===== config.mk =====
export PLATFORM = sky130hd
export DESIGN_NAME = da_fir_ctrl
export DESIGN_NICKNAME = d
export VERILOG_FILES = /design/src/rtl/da_fir_ctrl.sv
export SDC_FILE = /design/constraint.sdc
export NUM_CORES = 1
export LEC_CHECK = 0
export CAP_MARGIN = 20
export CELL_PAD_IN_SITES_DETAIL_PLACEMENT = 1
export CELL_PAD_IN_SITES_GLOBAL_PLACEMENT = 1
export CORE_MARGIN = 2
export CORE_UTILIZATION = 45
export DETAILED_ROUTE_END_ITERATION = 8
export PLACE_DENSITY = 0.88
export SYNTH_ARGS = -nofsm -noshare
export SYNTH_HDL_FRONTEND = slang
export SYNTH_SLANG_ARGS = --single-unit

===== constraint.sdc =====
create_clock -name clk -period 3.5 [get_ports clk]
set_clock_uncertainty 0.2 [all_clocks]
set_input_delay 0.7 -clock clk [delete_from_list [all_inputs] [get_ports clk]]
set_output_delay 0.7 -clock clk [all_outputs]
set_load 0.01 [all_outputs]

===== src/rtl/da_fir_ctrl.sv =====
// Sequencer for a distributed-arithmetic FIR: holds the tap delay line and walks
// each accepted sample through its bit-slices, driving ROM addresses and accumulator controls.
module da_fir_ctrl #(
  parameter int OPSIZE    = 12,
  parameter int ORDER     = 6,
  parameter int BAAT      = 3,
  parameter int PARTITION = 2,
  localparam int NSLICE   = OPSIZE / BAAT,
  localparam int ADDR_W   = ORDER / PARTITION,
  localparam int AW       = PARTITION * BAAT * ADDR_W,
  localparam int SLICE_W  = (NSLICE > 1) ? $clog2(NSLICE) : 1
) (
  input  logic               clk,
  input  logic               i_rst_n,
  input  logic               i_valid,
  input  logic [OPSIZE-1:0]  i_x,
  output logic               o_ready,
  input  logic               i_flush,
  output logic [AW-1:0]      o_rom_addr,
  output logic               o_acc_en,
  output logic               o_acc_clr,
  output logic               o_sign_slice,
  output logic [SLICE_W-1:0] o_slice,
  output logic               o_done,
  output logic               o_busy
);

  localparam int BIT_W = (OPSIZE > 1) ? $clog2(OPSIZE) : 1;

  localparam logic [1:0] S_IDLE = 2'd0;
  localparam logic [1:0] S_RUN  = 2'd1;
  localparam logic [1:0] S_DONE = 2'd2;

  if ((OPSIZE % BAAT) != 0 || (ORDER % PARTITION) != 0) begin : gen_bad_params
    $fatal(1, "da_fir_ctrl: OPSIZE must be a multiple of BAAT and ORDER a multiple of PARTITION");
  end

  logic [1:0]         state_q, state_d;
  logic [SLICE_W-1:0] slice_q, slice_d;
  logic [OPSIZE-1:0]  tap_q [ORDER];
  logic [OPSIZE-1:0]  tap_d [ORDER];
  logic               accept;
  logic               lastSlice;
  logic               running;
  logic [AW-1:0]      addrRun;

  assign running   = (state_q == S_RUN);
  assign lastSlice = (slice_q == SLICE_W'(NSLICE - 1));
  // Flush has priority, so it masks ready and the colliding sample is never taken.
  assign o_ready   = (state_q == S_IDLE) && !i_flush && i_rst_n;
  assign accept    = i_valid && o_ready;

  always_comb begin
    state_d = state_q;
    slice_d = slice_q;
    tap_d   = tap_q;
    case (state_q)
      S_IDLE: begin
        if (i_flush) begin
          for (int i = 0; i < ORDER; i++) tap_d[i] = '0;
        end else if (accept) begin
          tap_d[0] = i_x;
          for (int i = 1; i < ORDER; i++) tap_d[i] = tap_q[i-1];
          state_d = S_RUN;
          slice_d = '0;
        end
      end
      S_RUN: begin
        if (lastSlice) begin
          state_d = S_DONE;
          slice_d = '0;
        end else begin
          slice_d = slice_q + SLICE_W'(1);
        end
      end
      S_DONE:  state_d = S_IDLE;
      default: state_d = S_IDLE;
    endcase
  end

  always_ff @(posedge clk) begin
    if (!i_rst_n) begin
      state_q <= S_IDLE;
      slice_q <= '0;
      for (int i = 0; i < ORDER; i++) tap_q[i] <= '0;
    end else begin
      state_q <= state_d;
      slice_q <= slice_d;
      for (int i = 0; i < ORDER; i++) tap_q[i] <= tap_d[i];
    end
  end

  // Each ROM partition sees one bit from each of its taps; slice k selects bits k*BAAT+j.
  for (genvar p = 0; p < PARTITION; p++) begin : gen_part
    for (genvar j = 0; j < BAAT; j++) begin : gen_bit
      logic [BIT_W-1:0] bitIdx;
      assign bitIdx = BIT_W'(int'(slice_q) * BAAT + j);
      for (genvar m = 0; m < ADDR_W; m++) begin : gen_addr
        assign addrRun[(p*BAAT+j)*ADDR_W + m] = tap_q[p*ADDR_W + m][bitIdx];
      end
    end
  end

  assign o_rom_addr   = running ? addrRun : '0;
  assign o_acc_en     = running;
  assign o_acc_clr    = running && (slice_q == '0);
  assign o_sign_slice = running && lastSlice;
  assign o_slice      = running ? slice_q : '0;
  assign o_done       = (state_q == S_DONE);
  assign o_busy       = (state_q != S_IDLE);

endmodule


# Yosys cells after proc, flatten, opt, wreduce, memory -nomap -nowiden
# Cells that the tools add are included.
# totals
output_inout_bits,26
wordCells,83
in_bits,16
regBits,76
# classes
magnitude_cmp,3
addsub,3
multipliers,1
mux,48
n_eq_ne,6
n_reduce_logical,14
# ops
operator,n
72-bit two-way mux,2
1-bit binary-select mux with 4-bit select,18
1-bit two-way mux,18
18-bit two-way mux,1
"4-bit by 5-bit < comparator with 1-bit output, second input constant",3
2-bit two-way mux,7
"4-bit by 2-bit adder with 4-bit output, second input constant",2
2-bit one-hot mux with 2 select lines,2
"2-bit inequality test, second input constant",3
3-bit AND reduction,2
2-bit nonzero test,3
1-bit logical AND,5
"2-bit == test, second input constant",2
2-bit logical NOT,2
"2-bit by 2-bit multiplier with 4-bit output, second input constant",1
"2-bit by 1-bit adder with 2-bit output, second input constant",1
"2-bit by 1-bit == test with 1-bit output, second input constant",1
2-bit AND reduction,1
1-bit logical NOT,1

# Logic depth before layout (Yosys ltp)
# Gate-level depths: netlist of the first run.
# logic_depth
word_depth,7
depth_mapped,10
depth_no_buf,5

# Least setup slack after synthesis of the first run
# Ideal clock, no wire load.
# synth_path
path_kind,register to output
startpoint,register slice_q[0]
endpoint,output o_rom_addr[10]
setup_slack_ns,0.383
path_buffers,5
arrival_ns,2.217
stages_incl_launch_ff,11
t_required_ns,2.600
cell_sequence,dfxtp_1 > buf_6 > buf_6 > buf_4 > inv_1 > ha_1 > buf_2 > inv_1 > buf_2 > mux2i_1 > o32ai_1
# synth_between
elab_chain_cells,4
# synth_rtl
item,line,source
from (decl),39,"logic [SLICE_W-1:0] slice_q, slice_d;"
from (signal assigned),88,slice_q <= slice_d;
2-bit by 2-bit multiplier with 4-bit output,97,assign bitIdx = BIT_W'(int'(slice_q) * BAAT + j);
1-bit binary-select mux with 4-bit select,99,assign addrRun[(p*BAAT+j)*ADDR_W + m] = tap_q[p*ADDR_W + m][bitIdx];
1-bit two-way mux (implied by the code),99,
18-bit two-way mux,104,assign o_rom_addr = running ? addrRun : '0;
to (decl),19,"output logic [AW-1:0] o_rom_addr,"
# No other way between the ends. The select of a mux whose other input is x is not followed.

# Worst setup path after layout of the first run
# layout_path
startpoint,register slice_q[1]
endpoint,output o_rom_addr[11]
# Same word-level chain as after synthesis.

==> results.toml, run 1 <==
[outcome]
outcome = "completed"

[sta]
timing.slew.headroom_pct = 43.75
hold_violations = 0
report.final.slew_viol_count = 0
final-setup-viol-count = 0
tightest_slew_ns = 0.8438
post-route-min-period_ns = 3.415
period_share_pct = 97.59
fmax_mhz = 292.8

[synthesis]
ys_ff_latch = 76
synthFlopType = "dfxtp_1"
syn_inst = 490
synth_area_sq_um = 4716
yosysWarnings = 0
synth_seq_area_share_pct = 32.26
synth_edf_count = 0
async_reset_ff_share_pct = 0
syn_avg_cell_area_sq_um = 9.624
syn_nets = 512
yosysUniqueCellTypes = 37

[drt]
drtAntennaViolNets = 0
first_pass_iters = 5
vias = 4339
drc = 0
drt_iter0_markers = 550
drt-vias-per-instance = 6.706
wl_per_cell_um = 24.33
wirelength_um = 15740

[placement]
dpl.hpwl_um = 9918
port_buffers = 41
post_dp_cell_area_sq_um = 5164
gp_congestion = 0.8832

[global_routing]
grt_pass1_vias = 4514
grt_max_degree = 78
track_usage_pct = 28.78
antenna_found_initial = 0
grt_pass1_wl_um = 25100
grt_remaining_overflow = 0

[pwr]
switching_share_pct = 28.00
leakage_nw = 1.803
power_frac_seq_pct = 51.4
pwr-share-comb_pct = 12.8
p_total_mw = 1.708
p_sw_mw = 0.4782
p_clk_share_pct = 35.8
p_per_area_nw_per_um2 = 315.9
intPower_mw = 1.230
peakVddDrop_mv = 0.1547

[die]
start_util_pct = 46.09
fp.coreArea_sq_um = 10230
rows = 37
die-height_um = 106.4
dieArea_sq_um = 11310
die_w_um = 106.4
io_pins = 42

[setup_path]
timing.reg2reg.setup_slack_ns = 1.32
timing.rr.start = "state_q[1]"
rr_worst_depth = 4
timing_worst_setup_path_type = "flop to output pin"
crit_fanout = 13
crit_path_start_kind = "flop"
end_kind = "output pin"
worstReg2RegEnd = "slice_q[1]"
critPathArrivalTime_ns = 2.52
required_ns = 2.60

[run]
drv_cap = 0

[cts]
postCtsSetupBuffers = 0
cts_tree = "built"
h-tree-depth = 3
numCtsBuffers = 9
insertion_delay_ns = 0.37
cts-root-buf = "clkbuf_8"
postCtsHoldBufs = 0
clkSlewWorstSetupHoldPaths_ns = 0.08
clock_sink_count = 76
clockBufferDepth = 2

[min_path]
whs_endpoint = "tap_q[27]"
hold_path_depth = 2
hp-start = "tap_q[39]"
hold_path.class = "flop to flop"

[layout]
final_net_count = 528
antennaDiodeCount = 0
syn_to_final_growth_pct = 14.65
finalInstanceArea_sq_um = 5406
drive_gt1_share_pct = 17.61
==> placed cells by master (no fill, tap or decap), types with 2 or more instances in the layout <==
master           synthesis  routed
mux2_2                   6       6
nand3_1                 80      79
buf_2                    9       2
buf_8                    0       2
nor2_1                   9       9
o32ai_1                  5       4
o21ai_0                 72      72
mux2i_1                  9       9
clkbuf_8                 0      10
a21boi_0                29      29
o21a_1                   2       2
mux4_1                   5       5
a21boi_1                43      43
buf_6                    5       2
dfxtp_1                 76      74
ha_1                     6       4
nor2b_1                  5       5
o221ai_1                 6       5
clkbuf_1                34       4
a211oi_1                 3       3
dlymetal6s2s_1           0       6
inv_1                   21      20
and2_1                   2       2
buf_4                    7      16
dfxtp_2                  0       2
clkinv_2                 0       2
a22oi_1                  7       7
clkdlybuf4s50_1          0      28
dlygate4sd2_1            0       5
mux4_2                  35      35
==> through the flow <==
| step | utilization (%) | std cells | setup TNS (ns) | hold slack [ns] | setup WS (ns) |
|---|---|---|---|---|---|
| final | 52.84 | 647 | 0 | 0.3015 | 0.08451 |
| after global routing | 52.84 | 647 | -0.0004501 | 0.3382 | -0.0004501 |
| after CTS | 52.31 | 647 | -0.1217 | 0.3052 | -0.06397 |
| after detailed placement | 50.47 | 631 | 0 | 0.2940 | 0.2141 |
| after global placement | 50.47 | 631 | 0 | 0.2779 | 0.3099 |
| after floorplan | - | 490 | 0 | 0.2572 | 0.3832 |
==> worst max-delay path, cell delays in order (launching register included) <==
cell and delay (ns):
dfxtp_2 0.38, inv_1 0.14, ha_4 0.31, buf_8 0.17, mux4_2 0.30, nor2b_1 0.15
a31o_2 0.21, clkdlybuf4s50_1 0.47
==> flip-flops by register name, summed over array words and instances (netlist names) <==
signal	cells
slice_q	2
tap_q	72
state_q	2
==> per-layer routing <==
metal	vias up	share of wire, %	GRT usage [%]
met1	2206	40	37.38
met3	45	7.5	5.641
met2	217	50	46.98
li1	1871	-	-
met5	-	0	0
met4	0	2.9	11.84
==> cell usage after synthesis (2+ instances only) <==
cell	n	area, sq um
nor2b_1	5	31.28
a211oi_1	3	22.52
inv_1	21	78.83
mux2i_1	9	90.09
mux2_2	6	67.56
nand3_1	80	400.4
dfxtp_1	76	1521
a22oi_1	7	52.55
buf_2	9	45.04
mux4_2	35	788.3
buf_6	5	56.30
o21a_1	2	15.01
o221ai_1	6	52.55
a21boi_1	43	322.8
nor2_1	9	33.78
buf_4	7	52.55
o32ai_1	5	43.79
clkbuf_1	34	127.6
a21boi_0	29	217.7
mux4_1	5	131.4
ha_1	6	75.07
and2_1	2	12.51
o21ai_0	72	360.4
==> cells by family after synthesis <==
logic type | Yosys count | share of synthesized area (%)
AO/OA/AOI/OAI | 170 | 23.53
XOR/XNOR | 1 | 0.1858
adder cells (fa/ha/maj) | 6 | 1.592
buffers and inverters | 77 | 7.721
flip-flops | 76 | 32.26
multiplexers | 55 | 22.84
AND/OR/NAND/NOR | 105 | 11.86
==> power groups by stage <==
| stage | Combinational (mW) | Sequential (mW) | Clock (mW) |
|---|---|---|---|
| floorplan | 0.146 | 0.894 | 0 |
| global placement | 0.200 | 0.897 | 0 |
| detailed placement | 0.207 | 0.897 | 0 |
| CTS | 0.209 | 0.877 | 0.612 |
| global route | 0.231 | 0.879 | 0.651 |
| finish | 0.218 | 0.878 | 0.612 |
==> area by class of cell <==
cell class                 instances  area, sq um
multi-input combinational        337         2889
fill                            1145         4825
inverter                          21        78.83
tap                              136        170.2
timing repair buffer              61        581.8
clock inverter                     2        10.01
sequential                        76         1524
clock buffer                      14        152.6
==> worst max path at each step <==
stage / start / endpoint / slack (ns) / cells after the start
floorplan: slice_q[0] / o_rom_addr[10] / 0.38 / 10
global placement: slice_q[1] / o_rom_addr[15] / 0.31 / 7
detailed placement: slice_q[1] / o_rom_addr[15] / 0.21 / 7
CTS: slice_q[1] / o_rom_addr[15] / -0.06 / 7
global route: slice_q[0] / o_rom_addr[11] / -0.0005 / 8
finish: slice_q[1] / o_rom_addr[11] / 0.08 / 7
==> timing repair <==
action                                  4_1_cts  5_1_grt
endpoints found under the setup margin       12       11
endpoints found under the hold margin         0        0
pin swaps                                     0        0
gates resized for setup                      12       16
Note: power is estimated with default switching activity, not from simulation.
==> inputs of run 2 (changes only) <==
CORE_UTILIZATION = 43   (was 45)
PLACE_DENSITY = 0.85   (was 0.88)
clock period = 3.3 ns   (was 3.5 ns; I/O delays follow)
==> results.toml, run 2 (synthesis gave the netlist of run 1 again) <==
[layout]
antennaDiodeCount = 0
top_register = "tap_q"
syn_to_final_growth_pct = 16.69
final_cell_mix = "nand3_1, dfxtp_1, o21ai_0"
final_net_count = 532
layout_commonest_cell = "nand3_1"
finalInstanceArea_sq_um = 5503
drive_gt1_share_pct = 19.26
largest_reg_flops = 72
fill_cells = 1203
reg_top3 = "tap_q (72), slice_q (2), state_q (2)"

[sta]
final-setup-viol-count = 0
fin_setup_tns_ns = 0
tightest_slew_ns = 0.8325
hold_violations = 0
report.final.slew_viol_count = 0
period_share_pct = 98.96
rsz0062_at_grt = "yes"
timing.slew.headroom_pct = 44.50
post-route-min-period_ns = 3.266
fmax_mhz = 306.2

[drt]
drt_iter0_markers = 537
drt-vias-per-instance = 6.586
wirelength_um = 15030
first_pass_iters = 5
drtAntennaViolNets = 0
drc = 0
wl_per_cell_um = 22.98
vias = 4307

[setup_path]
timing.rr.start = "state_q[1]"
rr_worst_depth = 4
timing.reg2reg.setup_slack_ns = 1.06
required_ns = 2.44
worstReg2RegEnd = "slice_q[0]"
crit_fanout = 17
timing_worst_setup_path_type = "flop to output pin"
crit_path_start_kind = "flop"
end_kind = "output pin"
critPathArrivalTime_ns = 2.41

[min_path]
hp-start = "tap_q[48]"
hold_path.class = "flop to flop"
hold_path_depth = 2
whs_endpoint = "tap_q[36]"

[pwr]
p_per_area_nw_per_um2 = 368.0
leakage_nw = 1.801
peakVddDrop_mv = 0.1650

[cts]
clkSlewWorstSetupHoldPaths_ns = 0.08
clockBufferDepth = 2
numCtsBuffers = 9
clock_sink_count = 76
h-tree-depth = 3
cts_tree = "built"
postCtsHoldBufs = 0
cts-root-buf = "clkbuf_8"
insertion_delay_ns = 0.36

[global_routing]
grt_pass1_wl_um = 24680
grt-busiest-layer = "met2"
grt_remaining_overflow = 0
grt.met3_usage_pct = 3.825
antenna_found_initial = 0
track_usage_pct = 27.34
use_met1_pct = 37.01
gr-usage-met2_pct = 42.54
grt_pass1_vias = 4400
grt_max_degree = 78

[placement]
port_buffers = 41
gp_congestion = 0.8514
post_dp_cell_area_sq_um = 5181
dpl.hpwl_um = 9466

[die]
io_pins = 42
die-height_um = 108.7
start_util_pct = 43.69
fp.coreArea_sq_um = 10790
die_w_um = 108.7
dieArea_sq_um = 11820
rows = 38

[outcome]
outcome = "completed"

[run]
drv_cap = 0
## run 2: how the worst max path moves through the flow
stage	start	to	slack, ns	cells after the start
after floorplan	slice_q[0]	o_rom_addr[10]	0.22	10
after global placement	slice_q[1]	o_rom_addr[15]	0.20	7
after detailed placement	slice_q[1]	o_rom_addr[15]	0.08	7
after CTS	slice_q[0]	o_rom_addr[5]	0.01	5
after global routing	slice_q[0]	o_rom_addr[5]	-0.06	5
final	slice_q[0]	o_rom_addr[11]	0.03	7
## run 2: through the flow
stage	util (%)	hold slack, ns	instances	worst slack (ns)	total power [mW]
floorplan	-	0.2572	490	0.2232	1.103
global placement	48.01	0.2767	635	0.2047	1.165
detailed placement	48.01	0.2926	635	0.07845	1.172
CTS	50.93	0.3102	654	0.01214	2.031
global route	50.99	0.3410	654	-0.06160	2.090
finish	50.99	0.3065	654	0.03434	2.025
## run 2: worst max-delay path: stages (launching register included)
cell and delay [ns]:
dfxtp_4 0.39, inv_2 0.08, ha_4 0.29, buf_12 0.16
mux4_2 0.29, nor2b_1 0.14, a31o_2 0.22, clkdlybuf4s50_1 0.47
## run 2: report_power, final
part	switching, mW	total, mW	internal (mW)	leakage [nW]
registers	0.00946	0.930	0.921	0.614
logic	0.140	0.231	0.0907	1.08
clock network	0.365	0.864	0.499	0.112
total	0.515	2.03	1.51	1.80
## run 2: metal layers
layer  share of wire (%)  wire length [um]
met1                  41              6177
met5                   0                 0
met3                 6.6               993
met4                 4.1               614
met2                  48              7243
## run 2: area by class of cell
class                      instances  area (sq um)  area share [%]
multi-input combinational        337          2889           52.50
sequential                        76          1529           27.79
timing repair buffer              65         593.1           10.78
tap                              140         175.2           3.183
clock buffer                       9         123.9           2.251
clock inverter                     6         113.9           2.069
inverter                          21         78.83           1.432
## run 2: timing repair
action	CTS	global route
resized for setup	27	7
setup buffers	4	0
endpoints found under the setup margin	18	9
pin swaps	0	0
==> inputs of run 3 (changes only) <==
ABC_AREA = 1   (was default)
CAP_MARGIN = default   (was 20)
CORE_UTILIZATION = 40   (was 43)
PLACE_DENSITY = 0.87   (was 0.85)
==> results.toml, run 3 <==
[synthesis]
synth.area.top_cells = "dfxtp_1, nand3_1, nand2_1"
syn_avg_cell_area_sq_um = 6.401
synth_top_family_by_area = "simple AND/OR/NAND/NOR gates"
synth_mux_area_share_pct = 0
syn_inst = 673
yosys.area_share.simple_pct = 38.11
synth_seq_area_share_pct = 35.32
synth_top_area_share_pct = 35.32
yosysUniqueCellTypes = 24
syn_nets = 695
synth_edf_count = 0
async_reset_ff_share_pct = 0
synth_top_cell_by_area = "dfxtp_1"
yosys-top-cells-count = "nand2_1, nand3_1, a21oi_1"
ys_ff_latch = 76
synth_area_sq_um = 4308
synth_compound_area_share_pct = 16.35
synthFlopType = "dfxtp_1"
synth_most_common_cell = "nand2_1"
yosysWarnings = 0
yosys.area_share.adder_pct = 1.743
synthXorXnorAreaFrac_pct = 0.2033

[cts]
numCtsBuffers = 9
clkSlewWorstSetupHoldPaths_ns = 0.09
clock_sink_count = 76
cts-root-buf = "clkbuf_8"
h-tree-depth = 3
insertion_delay_ns = 0.35
cts_tree = "built"
clockBufferDepth = 2

[layout]
final_cell_mix = "nand2_1, nand3_1, a21oi_1"
final_cells = 842
fin_util_pct = 49.79
final_net_count = 723
antennaDiodeCount = 0
reg_top3 = "tap_q (72), slice_q (2), state_q (2)"
drive_gt1_share_pct = 10.62
finalInstanceArea_sq_um = 5164
layout_commonest_cell = "nand2_1"
top_register = "tap_q"
largest_reg_flops = 72
fill_cells = 1389
syn_to_final_growth_pct = 19.87

[pwr]
switching_share_pct = 30.39
p_sw_mw = 0.6091
power_frac_seq_pct = 46.9
p_clk_share_pct = 36.0
pwr-share-comb_pct = 17.1
leakage_nw = 2.016
peakVddDrop_mv = 0.1854
intPower_mw = 1.395
p_per_area_nw_per_um2 = 388.2

[global_routing]
grt_pass1_vias = 4970
grt_pass1_wl_um = 25810
grt.met3_usage_pct = 3.692
grt_max_degree = 77
track_usage_pct = 28.15
gr-usage-met2_pct = 45.55
use_met1_pct = 37.50
grt-busiest-layer = "met2"
grt_remaining_overflow = 0
antenna_found_initial = 0

[drt]
wl_per_cell_um = 19.02
drtAntennaViolNets = 0
drc = 0
vias = 4956
drt_iter0_markers = 374
wirelength_um = 16010
drt-vias-per-instance = 5.886
first_pass_iters = 5

[sta]
fmax_mhz = 307.9
tightest_slew_ns = 0.8286
period_share_pct = 98.43
hold_violations = 0
final-setup-viol-count = 0
post-route-min-period_ns = 3.248
timing.slew.headroom_pct = 44.76
report.final.slew_viol_count = 0

[placement]
post_dp_cell_area_sq_um = 4817
port_buffers = 41
dp.cells = 819
dpl.hpwl_um = 10130
gp_congestion = 0.8987

[setup_path]
end_kind = "output pin"
crit_fanout = 11
max_stage_delay_ns = 0.40
critPathArrivalTime_ns = 2.39
slowest_stage = "dfxtp_4"
crit_path_start_kind = "flop"
cp_cell_sequence = "clkinvlp_4 > buf_4 > buf_4 > buf_4 > buf_4 > nand2_1 > o21ai_1 > nand2_1 > nand3_1 > a21oi_1 > dlygate4sd2_1"
critical_path.most_common_cell = "buf_4"
timing_worst_setup_path_type = "flop to output pin"
required_ns = 2.44

[die]
dieArea_sq_um = 11620
io_pins = 42
die_w_um = 107.8
die-height_um = 107.8
rows = 37
fp.coreArea_sq_um = 10370
start_util_pct = 41.54

[min_path]
hold_path.class = "flop to flop"

[outcome]
outcome = "completed"

[run]
drv_cap = 0
-- run 3: changes by cell type after synthesis, moves of 9 or more --
| cell | previous run | this run |
|---|---|---|
| a21boi_0 | 29 | 0 |
| nand3_1 | 80 | 156 |
| mux4_2 | 35 | 0 |
| nand2_1 | 0 | 188 |
| nor2_1 | 9 | 19 |
| o21ai_0 | 72 | 35 |
| a21oi_1 | 1 | 96 |
| a21boi_1 | 43 | 0 |
| mux2i_1 | 9 | 0 |
| clkbuf_1 | 34 | 22 |
-- run 3: power by group through the flow --
stage | registers, mW | logic (mW) | clock network, mW
finish | 0.940 | 0.343 | 0.722
global route | 0.942 | 0.374 | 0.776
CTS | 0.940 | 0.324 | 0.729
detailed placement | 0.961 | 0.311 | 0
global placement | 0.960 | 0.299 | 0
floorplan | 0.957 | 0.216 | 0
-- run 3: cells by family (layout without fill, tap and decap cells) --
kind of cell / after synthesis / in the layout
XOR/XNOR: 1 / 1
AO/OA/AOI/OAI: 138 / 138
adder cells (fa/ha/maj): 6 / 6
flip-flops: 76 / 76
buffers and inverters: 76 / 109
AND/OR/NAND/NOR: 376 / 376
-- run 3: path summary, 6_finish.rpt --
| kind | from | end | slack [ns] | depth (start not counted) |
|---|---|---|---|---|
| worst max-delay path | slice_q[0] | o_rom_addr[8] | 0.05 | 11 |
| worst min-delay path | tap_q[8] | tap_q[8] | 0.27 | 2 |
| worst max register to register | state_q[1] | slice_q[1] | 1.42 | 7 |
| worst min register to register | tap_q[8] | tap_q[8] | 0.27 | 2 |
-- run 3: final cells by class --
cell class	count	area, sq um	area share [%]
multi-input combinational	521	2479	48.00
sequential	76	1526	29.56
timing repair buffer	71	694.4	13.45
tap	136	170.2	3.295
clock buffer	10	127.6	2.472
inverter	21	93.84	1.817
clock inverter	6	65.06	1.260
timing repair inverter	1	7.507	0.1454
-- run 3: per-stage QoR --
stage / TNS [ns] / power, mW / setup WS [ns] / hold slack (ns)
3_5_place_dp: 0 / 1.272 / 0.08223 / 0.2566
3_3_place_gp: 0 / 1.259 / 0.1828 / 0.2501
6_report: 0 / 2.004 / 0.05190 / 0.2706
2_1_floorplan: 0 / 1.173 / 0.5433 / 0.2406
4_1_cts: 0 / 1.993 / 0.01932 / 0.2700
5_1_grt: -0.0004743 / 2.091 / -0.0004743 / 0.2929
-- run 3: layer usage --
metal,vias to the layer above,share of wire (%)
met4,0,2.7
li1,2315,-
met3,40,5.7
met5,-,0
met1,2410,43
met2,191,48
-- run 3: timing repair --
action,CTS,global route
gates resized for setup,34,12
setup buffers,3,2
gates cloned,1,1
pin swaps,0,2
setup endpoints to repair,18,4
hold buffers,0,0
-- run 3: critical path: cells and delay by family, from the launching register on --
| family | cells | cell delay [ns] |
|---|---|---|
| buffers and inverters | 6 | 1.04 |
| AND/OR/NAND/NOR | 3 | 0.23 |
| flip-flops | 1 | 0.40 |
| AO/OA/AOI/OAI | 2 | 0.35 |
